`config.mk`:
```
export PLATFORM = sky130hd
export DESIGN_NAME = l2_request_arbiter
export DESIGN_NICKNAME = d
export VERILOG_FILES = /design/src/rtl/l2_request_arbiter.sv
export SDC_FILE = /design/constraint.sdc
export NUM_CORES = 1
export LEC_CHECK = 0
export BUFFER_PORTS_ARGS = -buffer_cell sky130_fd_sc_hd__buf_4
export CORE_AREA = 8 8 150 152
export DETAILED_ROUTE_END_ITERATION = 10
export DIE_AREA = 0 0 158 160
export SLEW_MARGIN = 20
export SYNTH_ARGS = -nofsm -noshare
export SYNTH_HDL_FRONTEND = slang
export SYNTH_SLANG_ARGS = --single-unit
```
`constraint.sdc`:
```
create_clock -name clk -period 3.2 [get_ports clk]
set_input_delay 0.64 -clock clk [delete_from_list [all_inputs] [get_ports clk]]
set_output_delay 0.64 -clock clk [all_outputs]
set_load 0.01 [all_outputs]
```
`src/rtl/l2_request_arbiter.sv`:
```
// l2_request_arbiter
// Round-robin arbiter that shares the single L2 request port among several
// upstream request queues. The winning packet is captured into a one-entry
// output register that holds steady while the L2 applies backpressure.

package l2_request_arbiter_pkg;

   // Request packet handed to the L2 pipeline. The arbiter never looks at
   // anything except .valid; all other fields pass through untouched.
   typedef struct packed {
      logic        valid;
      logic [1:0]  req_type;
      logic [2:0]  core_id;
      logic [39:0] addr;
      logic [31:0] wdata;
   } l2req_packet_t;

endpackage

module l2_request_arbiter
   import l2_request_arbiter_pkg::*;
#(
   parameter int NUM_REQUESTERS = 4
) (
   input  logic                                clk,
   input  logic                                reset,
   input  l2req_packet_t [NUM_REQUESTERS-1:0]  req_packet,
   output logic          [NUM_REQUESTERS-1:0]  req_ready,
   output l2req_packet_t                       l2req_packet,
   input  logic                                l2req_ready,
   output logic                                pc_event_arb_conflict
);

   // NUM_REQUESTERS is 2..8, so the pointer is always at least one bit wide.
   localparam int PTR_W  = $clog2(NUM_REQUESTERS);
   // One extra bit so rr_ptr + offset can be formed before the modulo wrap.
   localparam int CAND_W = PTR_W + 1;

   typedef enum logic {
      ST_EMPTY = 1'b0,
      ST_FULL  = 1'b1
   } state_t;

   state_t               state_reg;
   state_t               state_next;
   l2req_packet_t        pkt_reg;
   l2req_packet_t        pkt_next;
   logic [PTR_W-1:0]     rr_ptr_reg;
   logic [PTR_W-1:0]     rr_ptr_next;

   logic [NUM_REQUESTERS-1:0] req_valid;
   logic                      can_load;
   logic                      any_valid;
   logic                      grant;
   logic [PTR_W-1:0]          grant_idx;
   logic [CAND_W-1:0]         cand;

   // Gather the per-requester valid bits into a flat vector.
   genvar gi;
   generate
      for (gi = 0; gi < NUM_REQUESTERS; gi++) begin : g_valid
         assign req_valid[gi] = req_packet[gi].valid;
      end
   endgenerate

   // The register may take a new packet when it is empty or when its current
   // packet is leaving this cycle; this is what lets l2req_ready reach
   // req_ready combinationally for full throughput.
   assign can_load  = (state_reg == ST_EMPTY) || l2req_ready;
   assign any_valid = |req_valid;
   assign grant     = can_load && any_valid && !reset;

   // Round-robin search: scan offsets from highest to lowest so that the valid
   // requester closest to rr_ptr (offset 0 first) is the last, winning write.
   always_comb begin
      grant_idx = '0;
      cand      = '0;
      for (int k = NUM_REQUESTERS - 1; k >= 0; k--) begin
         cand = {1'b0, rr_ptr_reg} + CAND_W'(k);
         if (cand >= CAND_W'(NUM_REQUESTERS)) begin
            cand = cand - CAND_W'(NUM_REQUESTERS);
         end
         if (req_valid[cand[PTR_W-1:0]]) begin
            grant_idx = cand[PTR_W-1:0];
         end
      end
   end

   // One-hot grant, only ever on a requester that is actually valid.
   generate
      for (gi = 0; gi < NUM_REQUESTERS; gi++) begin : g_ready
         assign req_ready[gi] = grant && (grant_idx == PTR_W'(gi));
      end
   endgenerate

   // Contention counter event: a grant issued while others were also waiting.
   assign pc_event_arb_conflict = grant && ($countones(req_valid) >= 2);

   // Next-state logic for the output register and the priority pointer.
   always_comb begin
      state_next  = state_reg;
      pkt_next    = pkt_reg;
      rr_ptr_next = rr_ptr_reg;
      if (grant) begin
         // New packet loads, either into an empty slot or back-to-back behind
         // the one the L2 is accepting this cycle.
         state_next  = ST_FULL;
         pkt_next    = req_packet[grant_idx];
         rr_ptr_next = (grant_idx == PTR_W'(NUM_REQUESTERS - 1)) ? '0
                                                                  : grant_idx + PTR_W'(1);
      end else if ((state_reg == ST_FULL) && l2req_ready) begin
         // Packet consumed with nothing to replace it: drop valid only.
         state_next     = ST_EMPTY;
         pkt_next.valid = 1'b0;
      end
      // FULL without l2req_ready: everything holds bit-exact by default.
   end

   // State, packet and pointer registers with synchronous reset.
   always_ff @(posedge clk) begin
      if (reset) begin
         state_reg  <= ST_EMPTY;
         pkt_reg    <= '0;
         rr_ptr_reg <= '0;
      end else begin
         state_reg  <= state_next;
         pkt_reg    <= pkt_next;
         rr_ptr_reg <= rr_ptr_next;
      end
   end

   // The output comes straight from the register; l2req_ready never reaches it.
   assign l2req_packet = pkt_reg;

endmodule

```
## Yosys cells after proc, flatten, opt, wreduce, memory -nomap -nowiden

Index checks and enable logic that the tools add are counted.

- Register bits after elaboration: 81
- Input bits: 315
- Output and inout port bits: 83
- Word-level logic and storage cells: 67

- Add/subtract/negate cells: 11
- Order comparisons: 10
- Equality and inequality tests: 3
- Mux-type cells: 22
- Bitwise operators: 1
- Reduce and logical (&&, ||, !) cells: 13

Operators with widths:

| operator | count |
|---|---|
| $bmux W78 S2 | 1 |
| $mux W78 | 1 |
| $mux W2 | 9 |
| $lt A2 B3 Y1 const B | 5 |
| $ge A3 B3 Y1 const B | 3 |
| $bmux W1 S2 | 4 |
| $logic_and A1 B1 Y1 | 8 |
| $sub A2 B1 Y2 const B | 4 |
| $mux W1 | 7 |
| $add A2 B2 Y3 const B | 2 |
| $add A1 B1 Y2 | 2 |
| $eq A2 B2 Y1 const B | 2 |
| $reduce_or A4 Y1 | 1 |
| $add A2 B1 Y3 const B | 1 |
| $add A2 B2 Y3 | 1 |
| $ge A2 B3 Y1 const B | 1 |
| $ge A3 B2 Y1 const B | 1 |
| $add A2 B1 Y2 const B | 1 |
| $eq A2 B1 Y1 const B | 1 |
| $logic_not A2 Y1 | 1 |
| $reduce_bool A2 Y1 | 1 |
| $logic_not A1 Y1 | 1 |
| $logic_or A1 B1 Y1 | 1 |
| $not A1 Y1 | 1 |

## Logic depth before layout (Yosys ltp)

Gate-level depths: netlist of run 1.

- Depth after elaboration: 12
- Mapped depth: 9
- Depth with buffers taken out: 7

## Worst setup path before layout of run 1

Ideal clock, no wire load.

- Path type: input-to-output
- Start point: input req_packet[233] (netlist name)
- End point: output req_ready[1]
- Arrival: 2079 ps
- Data required time: 2560 ps
- Setup slack: 481 ps
- Stages on the path: 8
- Path buffers: 3
- Cell sequence: nor2b_1 > or4b_1 > buf_4 > nand2_4 > buf_6 > buf_6 > ha_1 > and2_1

- Word-level cells in the longest chain between the ends: 8

Ends and longest elaborated chain:

| what | RTL line | text |
|---|---|---|
| from (decl) | 27 | `input l2req_packet_t [NUM_REQUESTERS-1:0] req_packet,` |
| $bmux W1 S2 | 83 | `if (req_valid[cand[PTR_W-1:0]]) begin` |
| $mux W1 (not written as such) | 83 |  |
| $mux W2 (4 in a row) | 83 |  |
| $eq A2 B1 Y1 | 92 | `assign req_ready[gi] = grant && (grant_idx == PTR_W'(gi));` |
| $logic_and A1 B1 Y1 (*) | 92 |  |
| to (decl) | 28 | `output logic [NUM_REQUESTERS-1:0] req_ready,` |

Every way passes the cells marked *; elsewhere a longest branch is shown, timed or not. The select of a mux whose other input is x is not followed.

## Worst setup path in the final report of run 1

- Start point: input req_packet[233] (netlist name)
- End point: output req_ready[0]

- Word-level cells in the longest chain between the ends: 8

Ends and longest elaborated chain:

| what | RTL line |
|---|---|
| $bmux W1 S2 | 83 |
| $mux W1 (not written as such) | 83 |
| $mux W2 (4 in a row) | 83 |
| $logic_not A2 Y1 | 92 |
| $logic_and A1 B1 Y1 (*) | 92 |

Marked as above.

==> results of run 1 <==
-- final cells by class --
cell class / count / share of cell area
Timing Repair Buffer: 409 / 0.353
Clock inverter: 4 / 0.00254
Inverter: 4 / 0.00169
Tap cell: 270 / 0.0381
Multi-Input combinational cell: 476 / 0.395
Sequential cell: 81 / 0.183
Clock buffer: 10 / 0.0258
Antenna cell: 1 / 0.000282
-- per-layer routing --
layer	global-route usage	up-vias
met3	0.0545	32
li1	-	3144
met1	0.226	3015
met5	0	-
met4	0.0750	0
met2	0.336	261
-- power breakdown --
group / leakage, nW / switching, mW / total, mW / internal [mW]
clock: 0.124 / 0.424 / 0.937 / 0.514
combinational: 3.33 / 1.33 / 2.50 / 1.17
sequential: 0.675 / 0.149 / 1.42 / 1.27
-- cells in the final DEF (no fill, tap or decap), types with 4 or more instances in the layout --
| master | count |
|---|---|
| nor2b_1 | 5 |
| o31ai_2 | 21 |
| and2_1 | 4 |
| a211oi_1 | 102 |
| nand3b_1 | 14 |
| o31ai_1 | 42 |
| dfxtp_1 | 81 |
| nand2_1 | 67 |
| mux2i_1 | 28 |
| and3_1 | 126 |
| o221ai_1 | 14 |
| clkbuf_16 | 9 |
| buf_4 | 405 |
| ha_1 | 5 |
| a211oi_2 | 24 |
-- cells by family after synthesis --
| family | after synthesis | share of synthesized area |
|---|---|---|
| and+or+nand+nor | 232 | 0.237 |
| buffers and inverters | 81 | 0.0766 |
| DFF | 81 | 0.294 |
| muxes | 28 | 0.0507 |
| adders and majority gates | 6 | 0.0150 |
| AOI/OAI and AO/OA | 210 | 0.327 |
-- metrics by stage --
step           utilization  hold WS [ps]  std cells
2_1_floorplan            -           456        638
3_3_place_gp         0.428           435       1239
3_5_place_dp         0.428           443       1239
4_1_cts              0.441           457       1253
5_1_grt              0.442           477       1255
6_report             0.442           454       1255
-- path summary, 6_finish.rpt --
check,end,slack (ps),depth (start not counted)
setup / recovery,req_ready[0],290,8
setup reg to reg,l2req_packet[6]$_SDFFE_PP0P_,680,6
hold reg to reg,l2req_packet[8]$_SDFFE_PP0P_,450,2
hold / removal,l2req_packet[8]$_SDFFE_PP0P_,450,2
-- Yosys cell counts (11+ instances only) --
master,n,area (um^2)
and3_1,126,788
a211oi_1,102,766
dfxtp_1,81,1620
nand2_1,67,251
clkbuf_1,48,180
o31ai_1,42,315
mux2i_1,28,280
a211oi_2,24,300
o31ai_2,21,263
nand3b_1,14,105
o221ai_1,14,123
buf_6,12,135
buf_2,11,55.1
-- tightest hold or removal path: stages, from the launching register on --
cell and delay [ps]:
dfxtp_1 320, nand2_1 50, o31ai_1 50
==> out/results.tsv, run 1 <==
stage	metric	value	unit
place	place_hpwl	18800	um
routing	vias	6452	
sta	rsz0062_at_grt	false	
setup_path	max_stage_delay	670	ps
sta	worst_slew_pin_slew	1130	ps
floorplan	pin_count	398	
setup_path	critPathSlowestCell	or4_2	
setup_path	r2r-start	rr_ptr_reg[1]$_SDFFE_PP0P_	
sta	setup_violations	0	
finish	synthToLayoutAreaGrowth	60.4	%
sta	period_minus_slack	2910	ps
place	placed_area	8580	um^2
grt	gr-usage-all-layers	0.196	
clock_network	numClockSinks	81	
synth	ys_warn_count	0	
floorplan	start_util	0.276	
sta	final.setup.worst_slack	287	ps
finish	register_area	1620	um^2
setup_path	path_class	in2out	
sta	fmax	343	MHz
synth	synthCells	638	
setup_path	end_kind	output pin	
place	portBuffers	397	
clock_network	cts-hold-fix-buffers	0	
sta	finalSetupTns	0	ps
clock_network	cts_setup_buffers	0	
floorplan	core_area	20000	um^2
grt	grt_pass1_wl	38800	um
floorplan	die_y	160	um
setup_path	crit_arrival	2270	ps
setup_path	critPathBufInv	3	
pwr	fin_total_pwr	4.86	mW
floorplan	die_width	158	um
synth	netlist_area	5520	um^2
clock_network	cts_tree	done	
clock_network	cts-buffers-inserted	9	
synth	synth_nets	959	
routing	wl_met1	10600	um
clock_network	cts_max_path_buffers	2	
setup_path	cp.required	2560	ps
setup_path	cp_max_fo	9	
finish	fin_area	8860	um^2
clock_network	cts_max_level	3	
synth	synth-seq-cells	81	
synth	synth_cell_types	37	
place	preCtsSetupSlack	212	ps
setup_path	path_cells	buf_4 > nor2b_1 > or4_2 > nand2_4 > inv_2 > ha_1 > and2_1 > buf_4	
synth	async_flop_share	0	
pwr	leakage	4.13	nW
routing	firstDrtPassIters	4	
clock_network	clk_pin_slew	50	ps
place	gp_congestion	0.830	
synth	synth_edf_count	0	
grt	overflow	0	
setup_path	crit_top_cell	buf_4	
grt	first_global_vias	6529	
hold_path	hp-class	reg2reg	
routing	routed-wl-met2	13000	um
finish	drive_gt1_frac	0.485	
synth	ys_seq_area_frac	0.294	
clock_network	cts-root-buf	clkbuf_16	
finish	largest_reg_flops	78	
setup_path	cp_top_family	simple AND/OR/NAND/NOR gates	
routing	vias_per_cell	5.14	
clock_network	cts_resized	0	
routing	ant_nets	0	
finish	multiInputGateArea	3500	um^2
routing	drtIter0Drc	342	
finish	nets	1302	
routing	wl_met3	2210	um
floorplan	placementRows	52	
sta	fin_skew	9.65	ps
setup_path	setup.worst_path.start	req_packet[233]	
grt	grt_max_degree	127	
setup_path	startpoint_type	primary input	
grt	antenna_found_initial	1	
hold_path	hp-start	l2req_packet[8]$_SDFFE_PP0P_	
job	drv_cap	0	
finish	nFillCells	2100	
pwr	irDropWorstVdd	0.000284	V
sta	fin_crit_sh	0.910	
routing	top_layer	met4	
routing	drc	0	
floorplan	die-area	25300	um^2
sta	finalHoldViolCount	0	
pwr	powerDensity	548	nW/um^2
synth	syn_avg_cell_area	8.66	um^2
routing	wirelength	26400	um
synth	synthFlopType	dfxtp_1	
routing	routedWlPerCell	21.1	um
sta	maxSlewHeadroom	0.247	
sta	maxSlewViolCount	0	
clock_network	worstSkewPairLatency	340	ps
status	status	completed	
No activity file was read; power rests on OpenSTA's default activity.
==> run 2, diff against run 1 <==
--- a/config.mk
+++ b/config.mk
@@ -6,9 +6,9 @@
 export NUM_CORES = 1
 export LEC_CHECK = 0
 export BUFFER_PORTS_ARGS = -buffer_cell sky130_fd_sc_hd__buf_4
-export CORE_AREA = 8 8 150 152
+export CORE_AREA = 2 2 157 159
 export DETAILED_ROUTE_END_ITERATION = 10
-export DIE_AREA = 0 0 158 160
+export DIE_AREA = 0 0 159 161
 export SLEW_MARGIN = 20
 export SYNTH_ARGS = -nofsm -noshare
 export SYNTH_HDL_FRONTEND = slang
==> out/results.tsv, run 2 (synthesized netlist as in run 1, its figures left out) <==
stage	metric	value	unit
grt	grt_pass1_wl	36500	um
setup_path	max_stage_delay	540	ps
sta	worst_slew_pin_slew	1130	ps
setup_path	r2r_slack	790	ps
grt	first_global_vias	6506	
setup_path	path_cells	buf_4 > nor2b_1 > or4b_4 > nand2_4 > inv_2 > ha_1 > and2_1 > buf_4	
hold_path	hp-start	l2req_packet[6]$_SDFFE_PP0P_	
routing	vias_per_cell	5.00	
setup_path	r2r-start	rr_ptr_reg[0]$_SDFFE_PP0P_	
setup_path	path_class	in2out	
floorplan	pin_count	398	
floorplan	die-area	25600	um^2
grt	overflow	0	
sta	rsz0062_at_grt	false	
routing	wirelength	24200	um
place	gp_congestion	0.831	
hold_path	hold_depth	2	
finish	nets	1302	
sta	fin_skew	9.90	ps
clock_network	cts-root-buf	clkbuf_16	
clock_network	cts-buffers-inserted	9	
place	placed_area	8640	um^2
setup_path	ff2ff_path_depth	7	
routing	routedWlPerCell	18.4	um
floorplan	core_area	24000	um^2
finish	final_common_cell	buf_4	
routing	ant_nets	0	
routing	vias	6552	
setup_path	critPathBufInv	3	
finish	synthToLayoutAreaGrowth	62.9	%
grt	gr-usage-all-layers	0.179	
grt	antenna_found_initial	0	
sta	finalSetupTns	0	ps
clock_network	cts_tree	done	
pwr	powerDensity	568	nW/um^2
finish	largest_reg_flops	78	
pwr	irDropWorstVdd	0.000304	V
setup_path	crit_top_cell	buf_4	
routing	firstDrtPassIters	4	
sta	fin_hold_ws	452	ps
clock_network	cts-hold-fix-buffers	0	
pwr	leakage	4.16	nW
floorplan	start_util	0.230	
setup_path	cp_top_family	simple AND/OR/NAND/NOR gates	
setup_path	critPathSlowestCell	or4b_4	
clock_network	numClockSinks	81	
setup_path	cp.required	2560	ps
setup_path	startpoint_type	primary input	
clock_network	cts_setup_buffers	0	
finish	drive_gt1_frac	0.487	
sta	finalHoldViolCount	0	
clock_network	clk_pin_slew	60	ps
setup_path	cp_max_fo	5	
finish	fin_util	0.375	
sta	maxSlewHeadroom	0.243	
place	place_hpwl	16800	um
sta	maxSlewViolCount	0	
job	drv_cap	0	
finish	fin_area	8990	um^2
clock_network	cts_max_level	3	
hold_path	hp-class	reg2reg	
setup_path	r2r_end	l2req_packet[4]$_SDFFE_PP0P_	
floorplan	die_y	161	um
floorplan	placementRows	57	
sta	period_minus_slack	2760	ps
grt	grt_max_degree	127	
clock_network	worstSkewPairLatency	350	ps
sta	fmax	363	MHz
sta	fin_crit_sh	0.862	
status	status	completed	
setup_path	crit_arrival	2120	ps
clock_network	cts_resized	0	
sta	setup_violations	0	
routing	drc	0	
clock_network	cts_max_path_buffers	2	
routing	drtIter0Drc	377	
finish	layout_common_cells	buf_4 (406), and3_1 (126), a211oi_1 (102)	
hold_path	hold_end	l2req_packet[6]$_SDFFE_PP0P_	
floorplan	die_width	159	um
setup_path	end_kind	output pin	
place	portBuffers	397	
[run 2: cell types whose count changed in the layout (fill, tap and decap cells not counted)]
cell and change:
inv_6 +1, or4_2 -1, bufinv_16 +2, clkbuf_8 +1
clkinv_4 +1, buf_4 +1, buf_12 -1, or4_4 +1
clkbuf_1 -1, clkinv_2 -2
[run 2: worst max-delay path by stage]
stage,start,end,slack [ps],cells past startpoint
after floorplan,req_packet[233],req_ready[1],480,8
after global placement,req_packet[233],l2req_packet[4]$_SDFFE_PP0P_,260,7
after detailed placement,req_packet[233],l2req_packet[4]$_SDFFE_PP0P_,240,7
after CTS,req_packet[233],req_ready[2],420,8
after global routing,req_packet[77],req_ready[2],310,7
final,req_packet[233],req_ready[0],440,8
[run 2: layout make-up]
cell class	instances	area [um^2]
tap	324	405
clock buffer	10	239
timing repair buffer	409	3120
clock inverter	6	90.1
sequential	81	1620
inverter	4	15.0
multi-input combinational	476	3510
fill	2502	15000
antenna	1	2.50
[run 2: tightest hold or removal path, delay by kind of cell (launching register included)]
family	cells	cell delay (ps)
flip-flops	1	320
AND/OR/NAND/NOR	1	50
AO/OA/AOI/OAI	1	50
[run 2: routing by layer]
metal  routed length, um  up-vias  GRT usage  part of all wire
met1               10100     3065      0.218              0.42
met2               11700      305      0.309              0.48
li1                    -     3145          -                 -
met4                 607        0     0.0624             0.025
met3                1730       37     0.0419             0.072
met5                   0        -          0                 0
[run 2: metrics by stage]
| stage | setup slack, ps | instances | power, mW |
|---|---|---|---|
| after global routing | 314 | 1310 | 5.42 |
| after global placement | 260 | 1293 | 3.92 |
| after detailed placement | 241 | 1293 | 3.93 |
| final | 443 | 1311 | 5.11 |
| after floorplan | 481 | 638 | 2.92 |
| after CTS | 423 | 1309 | 5.16 |
[run 2: report_power, final]
group | total, mW | internal, mW | switching, mW
sequential | 1.42 | 1.27 | 0.151
combinational | 2.49 | 1.17 | 1.32
clock | 1.19 | 0.709 | 0.485
total | 5.11 | 3.15 | 1.95
